$ cat src/rtl/pic_pkg.sv
// Shared types and constants for the 8259A host bus master.
package pic_pkg;

  typedef enum logic [2:0] {BS_IDLE, BS_SETUP, BS_STROBE, BS_HOLD, BS_GAP} bus_state_t;
  typedef enum logic [1:0] {ICW1, ICW2, ICW3, ICW4} icw_step_t;
  typedef enum logic [1:0] {S_IDLE, S_INIT, S_WRITE, S_READ} seq_state_t;

  localparam int ICW1_IC4  = 0;  // ICW4 needed
  localparam int ICW1_SNGL = 1;  // single PIC, no ICW3
  localparam int ICW1_ID   = 4;  // marks the word as ICW1 on the bus

  function automatic int max3(input int a, input int b, input int c);
    int m;
    m = (a > b) ? a : b;
    return (m > c) ? m : c;
  endfunction

  // Step following s; ICW3/ICW4 are skipped according to ICW1.
  function automatic icw_step_t icw_next(input icw_step_t s, input logic [7:0] w1);
    case (s)
      ICW1:    return ICW2;
      ICW2:    return w1[ICW1_SNGL] ? ICW4 : ICW3;
      default: return ICW4;
    endcase
  endfunction

  // True when s is the final ICW of the sequence described by ICW1.
  function automatic logic icw_is_last(input icw_step_t s, input logic [7:0] w1);
    case (s)
      ICW1:    return 1'b0;
      ICW2:    return w1[ICW1_SNGL] && !w1[ICW1_IC4];
      ICW3:    return !w1[ICW1_IC4];
      default: return 1'b1;
    endcase
  endfunction

endpackage

$ cat src/rtl/pic_bus_cycle_gen.sv
// SETUP/STROBE/HOLD/GAP timing engine for one PIC bus cycle.
// Optional read strobe under PIC_HOST_READBACK_EN.
module pic_bus_cycle_gen
  import pic_pkg::*;
#(
  parameter int SETUP_CYC = 1,
  parameter int PULSE_CYC = 2,
  parameter int HOLD_CYC  = 1
) (
  input  logic       clk,
  input  logic       reset,
  input  logic       cycle_start,
  input  logic       cyc_rd,
  input  logic       cyc_a0,
  input  logic [7:0] cyc_data,
  output logic       chip_select,
  output logic       write_enable,
  output logic       read_enable,
  output logic       A0,
  output logic [7:0] data_bus_out,
  output logic       data_bus_oe,
  output logic       ready,
  output logic       strobe_last,
  output logic       cycle_done
);

  localparam int CW = $clog2(max3(SETUP_CYC, PULSE_CYC, HOLD_CYC) + 1);
  localparam logic [CW-1:0] SETUP_LAST = CW'(SETUP_CYC - 1);
  localparam logic [CW-1:0] PULSE_LAST = CW'(PULSE_CYC - 1);
  localparam logic [CW-1:0] HOLD_LAST  = CW'(HOLD_CYC - 1);

  bus_state_t    state_q, state_n;
  logic [CW-1:0] cnt_q, cnt_n;
  logic          a0_q, rd_q;
  logic [7:0]    data_q;

  // A new cycle may only begin from IDLE or the single GAP cycle.
  assign ready        = (state_q == BS_IDLE) || (state_q == BS_GAP);
  assign A0           = a0_q;
  assign data_bus_out = data_q;

  // State, phase counter and latched address/data for the cycle.
  always_ff @(posedge clk) begin
    if (reset) begin
      state_q <= BS_IDLE;
      cnt_q   <= '0;
      a0_q    <= 1'b0;
      rd_q    <= 1'b0;
      data_q  <= 8'h00;
    end else begin
      state_q <= state_n;
      cnt_q   <= cnt_n;
      if (cycle_start && ready) begin
        a0_q   <= cyc_a0;
        rd_q   <= cyc_rd;
        data_q <= cyc_data;
      end
    end
  end

  // Phase sequencing; each phase counts to its configured length.
  always_comb begin
    state_n = state_q;
    cnt_n   = cnt_q;
    case (state_q)
      BS_IDLE, BS_GAP: begin
        cnt_n   = '0;
        state_n = cycle_start ? BS_SETUP : BS_IDLE;
      end
      BS_SETUP:
        if (cnt_q == SETUP_LAST) begin state_n = BS_STROBE; cnt_n = '0; end
        else cnt_n = cnt_q + 1'b1;
      BS_STROBE:
        if (cnt_q == PULSE_LAST) begin state_n = BS_HOLD; cnt_n = '0; end
        else cnt_n = cnt_q + 1'b1;
      BS_HOLD:
        if (cnt_q == HOLD_LAST) begin state_n = BS_GAP; cnt_n = '0; end
        else cnt_n = cnt_q + 1'b1;
      default: begin state_n = BS_IDLE; cnt_n = '0; end
    endcase
  end

  // Bus pins decoded from phase; the strobe rises inside the select window.
  always_comb begin
    chip_select  = 1'b1;
    write_enable = 1'b1;
    read_enable  = 1'b1;
    data_bus_oe  = 1'b0;
    strobe_last  = 1'b0;
    cycle_done   = 1'b0;
    case (state_q)
      BS_SETUP: begin
        chip_select = 1'b0;
        data_bus_oe = !rd_q;
      end
      BS_STROBE: begin
        chip_select = 1'b0;
        data_bus_oe = !rd_q;
        strobe_last = (cnt_q == PULSE_LAST);
        if (!rd_q) write_enable = 1'b0;
`ifdef PIC_HOST_READBACK_EN
        else read_enable = 1'b0;
`endif
      end
      BS_HOLD: begin
        chip_select = 1'b0;
        data_bus_oe = !rd_q;
        cycle_done  = (cnt_q == HOLD_LAST);
      end
      default: ;
    endcase
  end

endmodule

$ cat src/rtl/pic_host_bus_master.sv
// Host bus initiator for the 8259A PIC: arbitration, ICW1-ICW4 sequencing
// and single writes. Define PIC_HOST_READBACK_EN to enable read cycles.
module pic_host_bus_master
  import pic_pkg::*;
#(
  parameter int SETUP_CYC = 1,
  parameter int PULSE_CYC = 2,
  parameter int HOLD_CYC  = 1
) (
  input  logic       clk,
  input  logic       reset,
  input  logic       init_start,
  input  logic [7:0] icw1,
  input  logic [7:0] icw2,
  input  logic [7:0] icw3,
  input  logic [7:0] icw4,
  input  logic       wr_req,
  input  logic       wr_a0,
  input  logic [7:0] wr_data,
  input  logic       rd_req,
  input  logic       rd_a0,
  input  logic [7:0] data_bus_in,
  output logic [7:0] data_bus_out,
  output logic       data_bus_oe,
  output logic       chip_select,
  output logic       write_enable,
  output logic       read_enable,
  output logic       A0,
  output logic       busy,
  output logic       done,
  output logic [7:0] rd_data,
  output logic       rd_valid
);

  seq_state_t state_q, state_n;
  icw_step_t  step_q, step_n;
  logic [7:0] icw1_q, icw2_q, icw3_q, icw4_q;
  logic       cycle_start, cyc_a0, cyc_rd, finish, rd_go;
  logic [7:0] cyc_data;
  logic       eng_ready, eng_strobe_last, eng_cycle_done;

`ifdef PIC_HOST_READBACK_EN
  assign rd_go = rd_req;
`else
  assign rd_go = 1'b0;
  logic unused_rd;
  assign unused_rd = &{1'b0, rd_req, rd_a0, data_bus_in, eng_strobe_last};
`endif

  assign busy = (state_q != S_IDLE);

  pic_bus_cycle_gen #(
    .SETUP_CYC(SETUP_CYC), .PULSE_CYC(PULSE_CYC), .HOLD_CYC(HOLD_CYC)
  ) u_cyc (
    .clk(clk), .reset(reset),
    .cycle_start(cycle_start), .cyc_rd(cyc_rd), .cyc_a0(cyc_a0), .cyc_data(cyc_data),
    .chip_select(chip_select), .write_enable(write_enable), .read_enable(read_enable),
    .A0(A0), .data_bus_out(data_bus_out), .data_bus_oe(data_bus_oe),
    .ready(eng_ready), .strobe_last(eng_strobe_last), .cycle_done(eng_cycle_done)
  );

  // Sequencer state; done is registered so it lands in the GAP cycle.
  always_ff @(posedge clk) begin
    if (reset) begin
      state_q <= S_IDLE;
      step_q  <= ICW1;
      done    <= 1'b0;
    end else begin
      state_q <= state_n;
      step_q  <= step_n;
      done    <= finish;
    end
  end

  // ICW words are captured once, when the init request is accepted.
  always_ff @(posedge clk) begin
    if (reset) begin
      icw1_q <= 8'h00; icw2_q <= 8'h00; icw3_q <= 8'h00; icw4_q <= 8'h00;
    end else if (state_q == S_IDLE && init_start) begin
      icw1_q <= icw1; icw2_q <= icw2; icw3_q <= icw3; icw4_q <= icw4;
    end
  end

  // Arbitration in IDLE (init > write > read) and ICW step advance.
  always_comb begin
    state_n = state_q;
    step_n  = step_q;
    case (state_q)
      S_IDLE:
        if (init_start)  begin state_n = S_INIT; step_n = ICW1; end
        else if (wr_req) state_n = S_WRITE;
        else if (rd_go)  state_n = S_READ;
      S_INIT:
        if (eng_cycle_done) begin
          if (icw_is_last(step_q, icw1_q)) state_n = S_IDLE;
          else step_n = icw_next(step_q, icw1_q);
        end
      default:
        if (eng_cycle_done) state_n = S_IDLE;
    endcase
  end

  // Cycle requests to the engine and the completion strobe.
  always_comb begin
    cycle_start = 1'b0;
    cyc_a0      = 1'b0;
    cyc_rd      = 1'b0;
    cyc_data    = 8'h00;
    finish      = 1'b0;
    case (state_q)
      S_IDLE:
        if (init_start) begin
          cycle_start = 1'b1;
          cyc_data    = icw1 | (8'h01 << ICW1_ID);
        end else if (wr_req) begin
          cycle_start = 1'b1;
          cyc_a0      = wr_a0;
          cyc_data    = wr_data;
        end else if (rd_go) begin
          cycle_start = 1'b1;
          cyc_rd      = 1'b1;
          cyc_a0      = rd_a0;
        end
      S_INIT: begin
        // The engine is only in GAP here when another ICW is pending.
        cycle_start = eng_ready;
        cyc_a0      = 1'b1;
        case (step_q)
          ICW2:    cyc_data = icw2_q;
          ICW3:    cyc_data = icw3_q;
          ICW4:    cyc_data = icw4_q;
          default: cyc_data = icw1_q | (8'h01 << ICW1_ID);
        endcase
        finish = eng_cycle_done && icw_is_last(step_q, icw1_q);
      end
      default: finish = eng_cycle_done;
    endcase
  end

`ifdef PIC_HOST_READBACK_EN
  // Capture the bus on the last strobe cycle; flag it in the GAP cycle.
  always_ff @(posedge clk) begin
    if (reset) begin
      rd_data  <= 8'h00;
      rd_valid <= 1'b0;
    end else begin
      if (state_q == S_READ && eng_strobe_last) rd_data <= data_bus_in;
      rd_valid <= finish && (state_q == S_READ);
    end
  end
`else
  assign rd_data  = 8'h00;
  assign rd_valid = 1'b0;
`endif

endmodule

$ cat config.mk
export PLATFORM = sky130hd
export DESIGN_NAME = pic_host_bus_master
export DESIGN_NICKNAME = d
export VERILOG_FILES = /design/src/rtl/pic_pkg.sv /design/src/rtl/pic_bus_cycle_gen.sv /design/src/rtl/pic_host_bus_master.sv
export SDC_FILE = /design/constraint.sdc
export NUM_CORES = 1
export LEC_CHECK = 0
export ABC_AREA = 1
export CORE_UTILIZATION = 45
export CTS_CLUSTER_SIZE = 25
export DETAILED_ROUTE_END_ITERATION = 7
export PLACE_DENSITY = 0.78
export SLEW_MARGIN = 0
export SYNTH_ARGS = -nofsm -noshare
export SYNTH_HDL_FRONTEND = slang
export SYNTH_SLANG_ARGS = --single-unit
$ cat constraint.sdc
create_clock -name clk -period 3.03 [get_ports clk]
set_input_delay 0.7575 -clock clk [delete_from_list [all_inputs] [get_ports clk]]
set_output_delay 0.7575 -clock clk [all_outputs]
set_load 0.02 [all_outputs]
**Yosys cells after proc, flatten, opt, wreduce, memory -nomap -nowiden**

Cells that the tools add are included.

- Reduce and logical (&&, ||, !) cells: 19
- Mux-type cells: 39
- Add/sub/neg operators: 1
- Eq/ne operators: 17

Operators by type and width:

| cell | count |
|---|---|
| 8-bit case mux with 3 select lines | 1 |
| 2-bit two-way mux | 10 |
| 8-bit two-way mux | 2 |
| 2-bit case mux with 2 select lines | 4 |
| 8-bit case mux with 2 select lines | 1 |
| 1-bit two-way mux | 13 |
| 3-bit case mux with 4 select lines | 1 |
| 3-bit two-way mux | 3 |
| 2-bit != test (second input constant) | 4 |
| 4-bit AND reduction | 2 |
| 2-bit by 1-bit == test with 1-bit output (second input constant) | 3 |
| 3-bit by 2-bit == test with 1-bit output (second input constant) | 2 |
| 2-bit logical NOT | 3 |
| 2-bit by 1-bit != test with 1-bit output (second input constant) | 3 |
| 1-bit case mux with 2 select lines | 3 |
| 2-bit nonzero test | 3 |
| 2-bit == test (second input constant) | 2 |
| 1-bit logical AND | 4 |
| 2-bit OR reduction | 2 |
| 3-bit by 1-bit == test with 1-bit output (second input constant) | 1 |
| 3-bit == test (second input constant) | 1 |
| 3-bit logical NOT | 1 |
| 3-bit != test (second input constant) | 1 |
| 1-bit case mux with 3 select lines | 1 |
| 5 further kinds | 5 |

- Output and inout port bits: 24
- Input bits: 55
- Logic and storage cells: 87
- Flip-flop bits (word level): 51

**Logic depth before layout (Yosys ltp)**

Gate-level depths: netlist of run 1.

- Depth after elaboration: 8
- Gate-level depth with buffers: 10
- Mapped depth without buffers: 10

**Cells and area by module**

From an unflattened synthesis of run 1, not the netlist that was laid out.

- Cell total of the unflattened synthesis: 365
- Area total of the unflattened synthesis: 2610.0 um^2

By module, submodules not included:

| module | instances | seq. area each (um^2) | area an instance (um^2) | cells an instance |
|---|---|---|---|---|
| pic_host_bus_master | 1 | 720.7 | 1834.3 | 271 |
| pic_bus_cycle_gen | 1 | 300.3 | 775.7 | 94 |

**Worst setup path after synthesis of run 1**

OpenSTA, ideal clock, no wires.

- Kind: reg-to-output
- Start: reg u_cyc.state_q[1]
- End: out data_bus_oe
- Cell stages (with the launch flop): 5
- Path slack: 1.372 ns
- Buffers on the path: 0
- Data arrival time: 0.900 ns
- Data required time: 2.273 ns
- Path through: dfxtp_1 > nor2_1 > inv_1 > nand2_1 > inv_1

- Cells in the longest elaborated chain, start to end: 3
- Elaborated cells between the ends (all ways): 5
- Those cells by class: 3 x eq/ne; 1 x mux; 1 x reduce/logical

Ends and longest elaborated chain:

| what | RTL line | text |
|---|---|---|
| start: declaration | pic_bus_cycle_gen.sv:32 | `bus_state_t state_q, state_n;` |
| start signal: assignment | pic_bus_cycle_gen.sv:51 | `state_q <= state_n;` |
| 3-bit by 1-bit == test with 1-bit output or 3-bit by 2-bit == test with 1-bit output (tied branches) | pic_bus_cycle_gen.sv:91 | `case (state_q)` |
| 3-bit OR reduction (no source line) (*) | n/a |  |
| 1-bit two-way mux (*) | n/a |  |
| end: declaration | pic_host_bus_master.sv:24 | `output logic data_bus_oe,` |

Every way passes the cells marked *; elsewhere a longest branch is shown, timed or not.

**Worst setup path after layout of run 1**

- Start: reg u_cyc.state_q[1]
- End: out chip_select

- Cells in the longest elaborated chain, start to end: 3
- Elaborated cells between the ends (all ways): 5
- Those cells by class: 3 x eq/ne; 1 x mux; 1 x reduce/logical

Ends and longest elaborated chain:

| what | RTL line | text |
|---|---|---|
| 3-bit by 1-bit == test with 1-bit output or 3-bit by 2-bit == test with 1-bit output (tied branches) | pic_bus_cycle_gen.sv:91 |  |
| 3-bit OR reduction (no source line) (*) | n/a |  |
| 1-bit two-way mux (*) | pic_bus_cycle_gen.sv:91 |  |
| end: declaration | pic_host_bus_master.sv:25 | `output logic chip_select,` |

Marked as above.

==> impl_results.md, run 1 <==
- Status: finished clean
- Hold buffer count at CTS: 0
- Final setup viols: 0
- Num CTS Buffers: 5
- Worst EP arrival: 1650 ps
- Via count: 2410
- Number of global-route vias before repair: 2373
- Pre-antenna DRT Iters: 4
- Post-CTS Repair Setup Buffers: 0
- Syn avg cell area: 6.65 µm²
- CTS tree: done
- Worst-path fanout max: 4
- Worst setup EP type: primary output
- Clk_lat worst skew: 310 ps
- Worst hold path type: flop to flop
- Max VDD drop: 0.386 mV
- Antenna-violating nets left: 0
- Crit share post-route: 0.795
- Clock Sink Count: 50
- Sum of negative setup slack: 0 ps
- Boundary Pins: 79
- Leak: 1.35 nW
- Gate power share: 0.421
- Fin area: 0.00316 mm²
- Sw frac: 0.401
- CTS Buffer Depth: 2
- Flop pwr share: 0.395
- Die H: 77.0 µm
- Residual DRC: 0
- Core area: 0.00527 mm²
- Post-synthesis cell count: 381
- Worst Setup EP: chip_select
- CP peak stage delay: 600 ps
- Placed inst area: 0.00306 mm²
- Synth Register Bits: 50
- Min Tclk post-route: 2410 ps
- Yosys Warn Count: 0
- Power Density: 715 mW/mm²
- Cells resized by post-CTS repair: 0
- RSZ-0062 raised after global routing: false
- Final Wtd Congestion: 0.809
- DRT iter0 DRCs: 150
- Synthesized cell area: 0.00253 mm²
- Buffers plus inverters on the worst setup path: 2
- Number of cells on the worst hold path: 2
- Chip width: 77.0 µm
- Clk slew on worst S/H paths: 90 ps
- Slew @ Worst Pin: 700 ps
- Reg-to-Reg Start: step_q[1]
- Max-cap viol count: 0
- CP top delay family: buffers and inverters
- Nets: 486
- Largest net degree at the start of global routing: 34
- Routed len/inst: 11.0 µm
- H-Tree Depth: 2
- Tot GR Track Use: 0.206
- Worst r2r path cells: 8
- Slew margin rel.: 0.533
- CP Depth: 4
- Slowest cell on crit path: clkdlybuf4s50_1
- Reg2reg end: step_q[0]
- Layout cells sized above 1: 0.0513
- ANT cells: 0
- Port bufs: 57
- CP cell instances: nor2_1 -> inv_1 -> nand2_1 -> clkdlybuf4s50_1
- Fin. Hold Viols: 0
- CP startpoint: u_cyc.state_q[1]
- Initial core utilization: 0.481
- Die ar.: 0.00593 mm²
- Unique masters post-synth: 24
- Sw power: 0.000906 W
- Critical Path RT: 2270 ps
- Max-slew violations: 0
- Via density per instance: 4.83
- Pint: 0.00136 W
- FF-to-FF setup slack: 1210 ps
- Max Fclk: 415 MHz
- Remaining Overflow, GRT: 0
- First-pass GRT wire length: 9890 µm
- Post-DP HPWL: 4020 µm
- Site Rows: 26
- Syn-to-layout area delta: 24.7%
- WL final: 5500 µm
- Clk pwr share: 0.184
- Startpoint class of the critical path: flop
- Clock Tree Root: clkbuf_8
- FILL cells: 503
- Sequential cell area fraction in the yosys report: 0.395
- Crit Path Category: flop to primary output
- Clock skew: 5.48 ps
- Antenna violations before repair: 0
[placed cells by master (no fill, tap or decap)]
cell type        count
o21bai_1             7
o21ai_0             27
o21ai_4              1
clkdlybuf4s50_1     57
nand2_1             94
a21oi_1             18
nor3_1               1
clkinv_4             3
inv_1               20
inv_2                3
nand3_1             34
o31ai_1              1
ha_1                 3
o21ai_1              2
clkbuf_8             6
conb_1              10
nand2_2              3
a31oi_1              2
nor2_4               1
nor2_1              81
dfxtp_1             50
buf_4                3
nand2_4              2
[cells by family (layout without fill, tap and decap cells)]
logic type | count (synthesis) | after routing | synth area share
adder cells (fa/ha/maj) | 3 | 3 | 0.0148
buffers and inverters | 52 | 92 | 0.110
AO/OA/AOI/OAI | 58 | 58 | 0.128
other | 2 | 10 | 0.00296
flip-flops | 50 | 50 | 0.395
AND/OR/NAND/NOR | 216 | 216 | 0.349
[stage by stage]
stage | setup slack, ps | instances | hold WS (ps) | power (W) | util
after global routing | 502 | 499 | 490 | 0.00244 | 0.600
after floorplan | 1370 | 389 | 445 | 0.00159 | -
after global placement | 773 | 491 | 453 | 0.00184 | 0.581
final | 621 | 499 | 467 | 0.00226 | 0.600
after CTS | 618 | 499 | 470 | 0.00228 | 0.600
after detailed placement | 753 | 491 | 457 | 0.00186 | 0.581
[final cells by class]
cell class	instances	area, µm²	share of cell area
clock inverter	2	17.5	0.00554
tap	70	87.6	0.0277
clock buffer	6	82.6	0.0261
sequential	50	1000	0.317
multi-input combinational	287	1280	0.406
inverter	24	95.1	0.0301
timing repair buffer	60	593	0.188
[power groups by stage]
stage                     sequential [W]  clock [W]  combinational (W)
after floorplan                 0.000906          0           0.000681
after global placement          0.000903          0           0.000936
after detailed placement        0.000907          0           0.000952
after CTS                       0.000893   0.000427           0.000959
after global routing            0.000915   0.000449            0.00108
final                           0.000894   0.000416           0.000952
[worst min path at each step]
stage,slack [ps],endpoint,start
4_1_cts,470,u_cyc.A0,u_cyc.A0
3_5_place_dp,460,icw1_q[2],icw1_q[2]
3_3_place_gp,450,icw1_q[5],icw1_q[5]
6_report,470,u_cyc.data_bus_out[2],u_cyc.data_bus_out[2]
2_1_floorplan,440,icw1_q[2],icw1_q[2]
5_1_grt,490,u_cyc.A0,u_cyc.A0
[routing by layer]
metal  GRT usage  routed length, µm
met3      0.0393                223
met4      0.0811                112
met1       0.238               2410
met2       0.370               2750
met5           0                  0
[tightest hold or removal path, cell delays in order, from the launching register on]
cell,delay (ps)
dfxtp_1,320
nand2_1,60
a21oi_1,50
[cells in the mapped netlist]
library cell   n  area, µm²
o21ai_4        1       16.3
dfxtp_1       50       1000
inv_1         20       75.1
o31ai_1        1       7.51
nand2_4        2       22.5
a21oi_1       18       90.1
clkbuf_1       8       30.0
o21ai_1        2       10.0
clkinv_4       1       8.76
buf_6          3       33.8
a31oi_1        2       12.5
o21bai_1       7       52.6
inv_2          3       11.3
buf_4         14        105
conb_1         2       7.51
nor2_4         1       11.3
nand2_2        3       18.8
nor2_1        81        304
o21ai_0       27        135
buf_2          3       15.0
nor3_1         1       5.00
ha_1           3       37.5
nand2_1       94        353
nand3_1       34        170
[flip-flops by register name, summed over array words and instances, names as in the netlist, 2 cells and up]
register / cells
icw3_q: 8
icw4_q: 8
u_cyc.cnt_q: 2
u_cyc.state_q: 3
u_cyc.data_bus_out: 8
icw1_q: 7
state_q: 2
icw2_q: 8
step_q: 2
Power figures use the tool's default switching activity.
==> run 2: changes to the inputs <==
clock period = 2.3 ns   (was 3.03 ns; I/O delays follow)
==> run 2 against run 1 <==
Core utilization grew 1.0 points. Global-route usage is essentially flat. Clock skew grew 5.9 ps. Critical path depth is the same. Sequential share of layout area shrank 0.52 points. Final area grew 1.7%. Sequential cell count is the same. Via count grew 0.37%. Die area is the same.
==> impl_results.md, run 2 (synthesized netlist as in run 1, its figures left out) <==
- Wire length on met2: 2800 µm
- CP top delay family: buffers and inverters
- Boundary Pins: 79
- Worst EP arrival: 1600 ps
- Clk_lat worst skew: 310 ps
- Post-Place Cells: 495
- Chip width: 77.0 µm
- Pre-CTS setup slack: 176 ps
- Post-DP HPWL: 4260 µm
- Sum of negative setup slack: 0 ps
- CTS tree: done
- Residual DRC: 0
- First-pass GRT wire length: 9830 µm
- Buffers plus inverters on the worst setup path: 2
- Core area: 0.00527 mm²
- Remaining Overflow, GRT: 0
- Critical Path RT: 1730 ps
- FILL cells: 486
- Die H: 77.0 µm
- Post-CTS Repair Setup Buffers: 0
- Antenna violations before repair: 0
- Clock skew: 11.4 ps
- Max VDD drop: 0.656 mV
- Worst setup EP type: primary output
- Slowest cell on crit path: clkdlybuf4s50_1
- Largest net degree at the start of global routing: 31
- Register area: 0.00100 mm²
- Layout cells sized above 1: 0.0624
- Met3 WL: 202 µm
- Antenna-violating nets left: 0
- Fin. Hold Viols: 0
- Fin cells: 503
- DRT iter0 DRCs: 151
- CP peak stage delay: 600 ps
- Via count: 2419
- Slew margin rel.: 0.542
- Pre-antenna DRT Iters: 4
- Final Util: 0.610
- Port bufs: 57
- Die ar.: 0.00593 mm²
- Most frequent cells in the layout: nand2_1 (94), nor2_1 (80), clkdlybuf4s50_1 (56)
- Status: finished clean
- M1 wire length: 2540 µm
- Top Layer Used: met4
- Via density per instance: 4.81
- Syn-to-layout area delta: 26.8%
- Setup slack after layout: 125 ps
- Nets: 490
- Reg-to-Reg Start: step_q[0]
- Min Tclk post-route: 2170 ps
- Commonest non-fill, non-tap cell in the layout: nand2_1
- CP cell instances: nor2_2 -> inv_1 -> nand2_1 -> clkdlybuf4s50_1
- Tot GR Track Use: 0.205
- WL final: 5630 µm
- Clk slew on worst S/H paths: 90 ps
- Site Rows: 26
- CP startpoint: u_cyc.state_q[1]
- Fin area: 0.00321 mm²
- Clock Sink Count: 50
- Startpoint class of the critical path: flop
- ANT cells: 0
- Crit Path Category: flop to primary output
- HP Start: u_cyc.A0
- RSZ-0062 raised after global routing: false
- Final Wtd Congestion: 0.799
- Num CTS Buffers: 5
- Crit share post-route: 0.946
- Max-cap viol count: 0
- Leak: 1.37 nW
- CTS Buffer Depth: 2
- Area occupied by multi-input gates: 0.00129 mm²
- Slew @ Worst Pin: 686 ps
- Clock Tree Root: clkbuf_8
- Max Fclk: 460 MHz
- Placed inst area: 0.00312 mm²
- Number of global-route vias before repair: 2298
- H-Tree Depth: 2
- Max-slew violations: 0
- Initial core utilization: 0.481
- Final setup viols: 0
- Worst-path fanout max: 4
- Power Density: 942 mW/mm²
- Routed len/inst: 11.2 µm
- Worst hold path type: flop to flop
run 2: final timing paths:
check                end  slack (ps)  cells past startpoint
max          chip_select         130                      4
min             u_cyc.A0         470                      2
max reg2reg    step_q[0]         770                      8
min reg2reg     u_cyc.A0         470                      2
run 2: tightest hold or removal path: cells and delay by family, from the launching register on:
family	cells	cell delay, ps
compound gates	1	50
flops	1	320
simple gates	1	60
run 2: layout make-up:
class / count / share of cell area
multi-input cells: 287 / 0.400
flip-flops and latches: 50 / 0.312
repair buffers: 64 / 0.202
inverters: 24 / 0.0296
well taps: 70 / 0.0273
clock buffers: 5 / 0.0214
clock inverters: 3 / 0.00740
run 2: timing repair:
item / in CTS / in global routing
endpoints found under the setup margin: 0 / 3
gates resized for setup: 0 / 2
hold buffers: 0 / 0
run 2: per-stage QoR:
stage                     total power, W  hold WS [ps]
after floorplan                  0.00209           445
after global placement           0.00248           452
after detailed placement         0.00252           455
after CTS                        0.00304           469
after global routing             0.00326           493
final                            0.00303           468
run 2: report_power, final:
| part | internal (W) | switching (W) | leakage (nW) |
|---|---|---|---|
| combinational | 0.000537 | 0.000798 | 0.915 |
| clock | 0.000218 | 0.000306 | 0.0408 |
| sequential | 0.00104 | 0.000122 | 0.412 |
| total | 0.00180 | 0.00123 | 1.37 |
run 2: routing by layer:
metal,vias up,global-route usage
li1,1283,-
met3,9,0.0393
met4,0,0.0755
met1,1076,0.240
met5,-,0
met2,51,0.370
